## src/rtl/firengine_pkg.sv

```systemverilog
// firengine_pkg
// Shared definitions for the firengine coefficient path: the coefficient
// port widths (also used by the engine's coefficient buffer) and the
// coefficient loader state encoding.
package firengine_pkg;

    localparam int COEF_ADDR_W = 8;
    localparam int COEF_DATA_W = 18;

    typedef enum logic [2:0] {
        IDLE,
        LOAD,
        DRAIN,
        DONE,
        ERR
    } coef_ld_state_e;

endpackage

```

## src/rtl/firengine_coef_fifo.sv

```systemverilog
// firengine_coef_fifo
// Small synchronous word FIFO with a registered read port: a pop in cycle N
// presents the popped word on oPopData in cycle N+1, and the value holds
// until the next pop. There is no fall-through, so a word pushed into an
// empty FIFO cannot be popped in the same cycle.
// Ports:
//   iClk, iRst     clock, asynchronous active-high reset
//   iPush/iPushData write side (ignored when full unless popping too)
//   iPop           read request (ignored when empty)
//   iFlush         discard all contents; wins over push and pop
//   oPopData       registered read data
//   oFull, oEmpty  occupancy flags
module firengine_coef_fifo #(
    parameter int DATA_W   = 18,
    parameter int LOG2FIFO = 2
) (
    input  logic              iClk,
    input  logic              iRst,
    input  logic              iPush,
    input  logic [DATA_W-1:0] iPushData,
    input  logic              iPop,
    input  logic              iFlush,
    output logic [DATA_W-1:0] oPopData,
    output logic              oFull,
    output logic              oEmpty
);

    localparam int DEPTH = 1 << LOG2FIFO;

    logic [DATA_W-1:0]   mem_q [DEPTH];
    logic [LOG2FIFO-1:0] wptr_q, rptr_q;
    logic [LOG2FIFO:0]   cnt_q;
    logic [DATA_W-1:0]   rdata_q;
    logic                do_push, do_pop;

    assign oFull    = (cnt_q == (LOG2FIFO+1)'(DEPTH));
    assign oEmpty   = (cnt_q == '0);
    assign oPopData = rdata_q;

    // A full FIFO still accepts a push when a pop frees the slot in the same
    // cycle; the read below sees the old entry because both are registered.
    assign do_pop  = iPop && !oEmpty && !iFlush;
    assign do_push = iPush && (!oFull || do_pop) && !iFlush;

    always_ff @(posedge iClk) begin
        if (do_push) mem_q[wptr_q] <= iPushData;
    end

    always_ff @(posedge iClk or posedge iRst) begin
        if (iRst) begin
            wptr_q  <= '0;
            rptr_q  <= '0;
            cnt_q   <= '0;
            rdata_q <= '0;
        end else if (iFlush) begin
            wptr_q <= '0;
            rptr_q <= '0;
            cnt_q  <= '0;
        end else begin
            if (do_push) wptr_q <= wptr_q + LOG2FIFO'(1);
            if (do_pop) begin
                rptr_q  <= rptr_q + LOG2FIFO'(1);
                rdata_q <= mem_q[rptr_q];
            end
            case ({do_push, do_pop})
                2'b10:   cnt_q <= cnt_q + (LOG2FIFO+1)'(1);
                2'b01:   cnt_q <= cnt_q - (LOG2FIFO+1)'(1);
                default: cnt_q <= cnt_q;
            endcase
        end
    end

endmodule

```

## src/rtl/firengine_coef_loader.sv

```systemverilog
// firengine_coef_loader
// Sequences a run-time coefficient update into one firengine coefficient
// buffer. A host command (base, len) opens a load; len coefficient words are
// then taken from a valid/ready stream, buffered in a small FIFO and written
// one per cycle to the engine while the timeslice sequencer grants iWrAllow.
// Ports:
//   iClk, iRst                 clock, asynchronous active-high reset
//   iCmdValid/oCmdReady        command handshake, iCmdBase / iCmdLen payload
//   iDataValid/oDataReady      coefficient stream handshake, iData payload
//   iWrAllow                   write window from the timeslice sequencer
//   iAbort                     cancel the current load
//   oCoefBuff_wren/wraddr/wrdata registered write port to the engine
//   oBusy, oDone, oError       status; oDone/oError are one-cycle pulses
//   oWrCount                   words written in the current/last load
module firengine_coef_loader
    import firengine_pkg::*;
#(
    parameter int ADDR_W   = COEF_ADDR_W,
    parameter int DATA_W   = COEF_DATA_W,
    parameter int LOG2FIFO = 2
) (
    input  logic              iClk,
    input  logic              iRst,
    input  logic              iCmdValid,
    output logic              oCmdReady,
    input  logic [ADDR_W-1:0] iCmdBase,
    input  logic [ADDR_W:0]   iCmdLen,
    input  logic              iDataValid,
    output logic              oDataReady,
    input  logic [DATA_W-1:0] iData,
    input  logic              iWrAllow,
    input  logic              iAbort,
    output logic              oCoefBuff_wren,
    output logic [ADDR_W-1:0] oCoefBuff_wraddr,
    output logic [DATA_W-1:0] oCoefBuff_wrdata,
    output logic              oBusy,
    output logic              oDone,
    output logic              oError,
    output logic [ADDR_W:0]   oWrCount
);

    coef_ld_state_e    state_q, state_d;
    logic [ADDR_W-1:0] base_q, base_d;
    logic [ADDR_W:0]   len_q, len_d;
    logic [ADDR_W:0]   acc_q, acc_d;   // words accepted from the host
    logic [ADDR_W:0]   wr_q, wr_d;     // words written (counts with wren)
    logic              wren_q, wren_d;
    logic [ADDR_W-1:0] wraddr_q, wraddr_d;

    logic fifo_full, fifo_empty;
    logic push, pop, flush, data_rdy, active;

    assign active   = (state_q == LOAD) || (state_q == DRAIN);
    assign data_rdy = (state_q == LOAD) && !fifo_full && (acc_q < len_q);
    assign push     = iDataValid && data_rdy;
    // fifo_empty is registered, so a word pushed this cycle is not yet
    // poppable: that is what gives the two-cycle accept-to-write latency.
    assign pop      = active && !fifo_empty && iWrAllow && !iAbort;
    assign flush    = (state_q == ERR);

    firengine_coef_fifo #(
        .DATA_W   (DATA_W),
        .LOG2FIFO (LOG2FIFO)
    ) u_fifo (
        .iClk      (iClk),
        .iRst      (iRst),
        .iPush     (push),
        .iPushData (iData),
        .iPop      (pop),
        .iFlush    (flush),
        .oPopData  (oCoefBuff_wrdata),
        .oFull     (fifo_full),
        .oEmpty    (fifo_empty)
    );

    always_comb begin
        state_d  = state_q;
        base_d   = base_q;
        len_d    = len_q;
        acc_d    = acc_q;
        wr_d     = wr_q;
        wraddr_d = wraddr_q;
        wren_d   = pop;

        if (push) acc_d = acc_q + (ADDR_W+1)'(1);
        // wr_q is bumped together with the registered wren, so its value at
        // pop time is exactly the offset of the word being popped.
        if (pop) begin
            wr_d     = wr_q + (ADDR_W+1)'(1);
            wraddr_d = base_q + wr_q[ADDR_W-1:0];
        end

        case (state_q)
            IDLE: begin
                if (iCmdValid) begin
                    base_d  = iCmdBase;
                    len_d   = iCmdLen;
                    acc_d   = '0;
                    wr_d    = '0;
                    state_d = (iCmdLen == '0) ? ERR : LOAD;
                end
            end
            LOAD: begin
                if (iAbort)              state_d = ERR;
                else if (acc_q == len_q) state_d = DRAIN;
            end
            DRAIN: begin
                if (iAbort)             state_d = ERR;
                else if (wr_q == len_q) state_d = DONE;
            end
            DONE:    state_d = IDLE;
            ERR:     state_d = IDLE;
            default: state_d = IDLE;
        endcase
    end

    always_ff @(posedge iClk or posedge iRst) begin
        if (iRst) begin
            state_q  <= IDLE;
            base_q   <= '0;
            len_q    <= '0;
            acc_q    <= '0;
            wr_q     <= '0;
            wren_q   <= 1'b0;
            wraddr_q <= '0;
        end else begin
            state_q  <= state_d;
            base_q   <= base_d;
            len_q    <= len_d;
            acc_q    <= acc_d;
            wr_q     <= wr_d;
            wren_q   <= wren_d;
            wraddr_q <= wraddr_d;
        end
    end

    // Command ready is masked during reset so every output reads 0 there.
    assign oCmdReady        = (state_q == IDLE) && !iRst;
    assign oDataReady       = data_rdy;
    assign oCoefBuff_wren   = wren_q;
    assign oCoefBuff_wraddr = wraddr_q;
    assign oBusy            = (state_q != IDLE);
    assign oDone            = (state_q == DONE);
    assign oError           = (state_q == ERR);
    assign oWrCount         = wr_q;

endmodule

```

## config.mk

```make
export PLATFORM = sky130hd
export DESIGN_NAME = firengine_coef_loader
export DESIGN_NICKNAME = d
export VERILOG_FILES = /design/src/rtl/firengine_pkg.sv /design/src/rtl/firengine_coef_fifo.sv /design/src/rtl/firengine_coef_loader.sv
export SDC_FILE = /design/constraint.sdc
export NUM_CORES = 1
export LEC_CHECK = 0
export BUFFER_PORTS_ARGS = -buffer_cell sky130_fd_sc_hd__buf_2
export CAP_MARGIN = 10
export CELL_PAD_IN_SITES_DETAIL_PLACEMENT = 1
export CELL_PAD_IN_SITES_GLOBAL_PLACEMENT = 2
export CORE_MARGIN = 2
export CORE_UTILIZATION = 40
export CTS_CLUSTER_SIZE = 10
export DETAILED_ROUTE_END_ITERATION = 8
export GPL_TIMING_DRIVEN = 0
export PLACE_DENSITY_LB_ADDON = 0.1
export SETUP_SLACK_MARGIN = 0.1
export SYNTH_ARGS = -nofsm -noshare
export SYNTH_HDL_FRONTEND = slang
export SYNTH_SLANG_ARGS = --single-unit
```

## constraint.sdc

```tcl
create_clock -name iClk -period 3.9 [get_ports iClk]
set_clock_uncertainty 0.2 [all_clocks]
set_input_delay 0.585 -clock iClk [delete_from_list [all_inputs] [get_ports iClk]]
set_output_delay 0.585 -clock iClk [all_outputs]
set_load 0.01 [all_outputs]
```

==> out/results.tsv <==
stage	metric	value	unit
logic_synthesis	synth_edf_count	72	
die	die_w	131	µm
logic_synthesis	syn_nets	563	
detailed_routing	vias_per_cell	5.15	
run	maxCapViolCount	0	
detailed_routing	final_antenna_net_count	0	
final_layout	design_area	7690	µm²
final_layout	antenna_cells	0	
cts	cts_setup_buffers	0	
logic_synthesis	async_flop_share	50.0	%
final_layout	nNetsFinal	665	
setup_path	arrival	3.44	ns
power_and_ir_drop	powerDensity	713	nW/µm²
sta	slew_viol_final	0	
detailed_routing	first_pass_iters	4	
logic_synthesis	syn_inst	498	
setup_path	crit_type	reg -> reg	
sta	tns	0	ns
die	initial_core_util	40.7	%
detailed_routing	vias	4268	
run_status	status	finished clean	
detailed_routing	totalWireLength	15.0	mm
cts	tritoncts	done	
sta	finalHoldViolations	0	
sta	finalCriticalPeriod	3.60	ns
power_and_ir_drop	p_leak	3.24	nW
sta	post-route-period-util	92.2	%
detailed_routing	routedWlPerCell	18.1	µm
grt	antenna_found_initial	0	
logic_synthesis	synth_warnings	0	
grt	grt_overflow	0	
die	row_count	46	
power_and_ir_drop	peakVddDrop	0.346	mV
placed_design	portBuffers	81	
sta	setup_viol	0	
setup_path	worstSetupEndpointType	flop	
grt	grt_max_degree	67	
sta	timing.fmax	278	MHz
setup_path	cp_top_family	simple AND/OR/NAND/NOR gates	
cts	htree_levels	4	
cts	path_clk_slew	0.06	ns
logic_synthesis	synth.largest_area_cell	edfxtp_1	
setup_path	cp_cell_sequence	inv_1 -> ha_1 -> or4b_4 -> a221oi_4 -> o2111a_1 -> clkbuf_1 -> and2_1	
setup_path	worst_r2r_startpoint	len_q[8]	
setup_path	start_kind	flop	
setup_path	critPathMaxFanout	18	
logic_synthesis	synthTopCellsByCount	nand2_1 (95), dfrtp_1 (72), edfxtp_1 (72)	
worst_hold_path	holdCritPathClass	in -> reg	
die	core-area	15800	µm²
logic_synthesis	seq_area_frac_synth	61.8	%
setup_path	max_stage_delay	0.88	ns
logic_synthesis	syn_area	6410	µm²
detailed_routing	drtIter0Drc	172	
placed_design	dpl.hpwl	10.5	mm
grt	grt_pass1_wl	24.3	mm
worst_hold_path	holdCritStartpoint	iAbort	
sta	rsz0062_at_grt	yes	
sta	slew_headroom	30.9	%
die	die_area	17100	µm²
final_layout	utilization	48.8	%
logic_synthesis	synth.area.top_cells	edfxtp_1 (34%), dfrtp_1 (28%), mux4_2 (6.3%)	
final_layout	drive_gt1_share	24.8	%
placed_design	place_area	7120	µm²
setup_path	required	3.74	ns
sta	worst_hold_slack	0.171	ns
logic_synthesis	syn_area_per_cell	12.9	µm²
cts	worst_skew_pair.late_latency	0.42	ns
cts	clk_path_buf_depth	2	
logic_synthesis	synth_top_area_share	33.7	%
detailed_routing	drc	0	
grt	gr-usage-all-layers	19.2	%
sta	worstMarginPinSlew	1.04	ns
setup_path	crit_buf_inv	2	
placed_design	place.gp.congestion	0.778	
cts	root_buffer	clkbuf_16	
logic_synthesis	ys_seq_elements	144	
final_layout	area_growth	20.0	%
cts	clock_sinks	144	
die	die_h	131	µm
sta	layout_setup_ws	0.303	ns
grt	grt_pass1_vias	4647	
setup_path	crit_start	len_q[8]	
cts	cts_buffers	17	
logic_synthesis	ys_types	49	
logic_synthesis	yosysMostFrequentCell	nand2_1	
placed_design	preCtsSetupSlack	0.239	ns
logic_synthesis	synthFlopType	edfxtp_1	
setup_path	crit_slowest_cell	and2_1	
die	ioPinCount	82	
-- flip-flops by register name, summed over array words and instances (netlist names) --
signal and cells:
u_fifo.cnt_q 3, oCoefBuff_wraddr 8, base_q 8, len_q 9
acc_q 9, state_q 3, oCoefBuff_wren 1, u_fifo.rptr_q 2
oWrCount 9, u_fifo.wptr_q 2, u_fifo.oPopData 18, u_fifo.mem_q 72
-- repair_timing --
item                                   CTS  global route
endpoints found under the hold margin    6             0
gates resized for setup                  0             5
hold buffers                             1             0
setup endpoints to repair                0            39
-- layout by cell type, fill, tap and decap left out, types with 14 or more instances in the layout --
| master | synthesis | final |
|---|---|---|
| a21oi_1 | 17 | 17 |
| ha_1 | 22 | 22 |
| edfxtp_1 | 72 | 72 |
| dfrtp_1 | 72 | 72 |
| o21ai_0 | 23 | 23 |
| inv_1 | 22 | 21 |
| mux4_2 | 18 | 18 |
| clkbuf_16 | 0 | 17 |
| nor2_1 | 21 | 21 |
| clkbuf_1 | 13 | 14 |
| xnor2_1 | 16 | 16 |
| nand2_1 | 95 | 95 |
| buf_2 | 2 | 83 |
-- worst register-to-register path, cell delays in order, from the launching register on --
cell and delay [ns]:
dfrtp_1 0.38, inv_1 0.09, ha_1 0.20, or4b_4 0.50
a221oi_4 0.28, o2111a_1 0.32, clkbuf_1 0.36, and2_1 0.89
-- report_power, final --
part	internal (W)	switching, W	total [W]
clock	0.000889	0.000672	0.00156
combinational	0.000747	0.000993	0.00174
sequential	0.00196	0.000223	0.00219
total	0.00360	0.00189	0.00549
-- layer usage --
metal  global-route usage, %  part of all wire [%]  vias up
met5                       0                     0        -
met3                    4.23                   3.3       19
met4                    6.26                   1.4        0
met1                    24.2                    45     2171
li1                        -                     -     2004
met2                    33.2                    51       74
-- final cells by class --
type                            instances  area, µm²
Buffer                                 20       86.3
Clock buffer                           19        433
Clock inverter                         13        126
Fill cell                            1689       8080
Inverter                               22       85.1
Multi-Input combinational cell        312       2280
Sequential cell                       144       3960
Tap cell                              216        270
Timing Repair Buffer                   83        443
-- kinds of logic after synthesis --
family                   Yosys count  synth area share, %
AO/OA/AOI/OAI                     63                 6.56
adder cells (fa/ha/maj)           24                 4.92
multiplexers                      29                 8.23
AND/OR/NAND/NOR                  170                 12.3
XOR/XNOR                          26                 3.55
buffers and inverters             42                 2.61
flip-flops                       144                 61.8
-- through the flow --
step | power (W) | std cells
after floorplan | 0.00339 | 498
after global placement | 0.00393 | 795
after detailed placement | 0.00401 | 796
after CTS | 0.00558 | 829
after global routing | 0.00586 | 829
final | 0.00549 | 829
-- final timing paths --
check	endpoint	slack (ns)	depth (start not counted)
max in group asynchronous	acc_q[4]	2.50	4
min in group asynchronous	state_q[2]	0.43	3
hold reg to reg	u_fifo.oPopData[10]	0.27	2
hold / removal	state_q[1]	0.17	2
setup reg to reg	u_fifo.mem_q[3][1]	0.30	7
setup / recovery	u_fifo.mem_q[3][1]	0.30	7
Note: power is estimated with default switching activity, not from simulation.
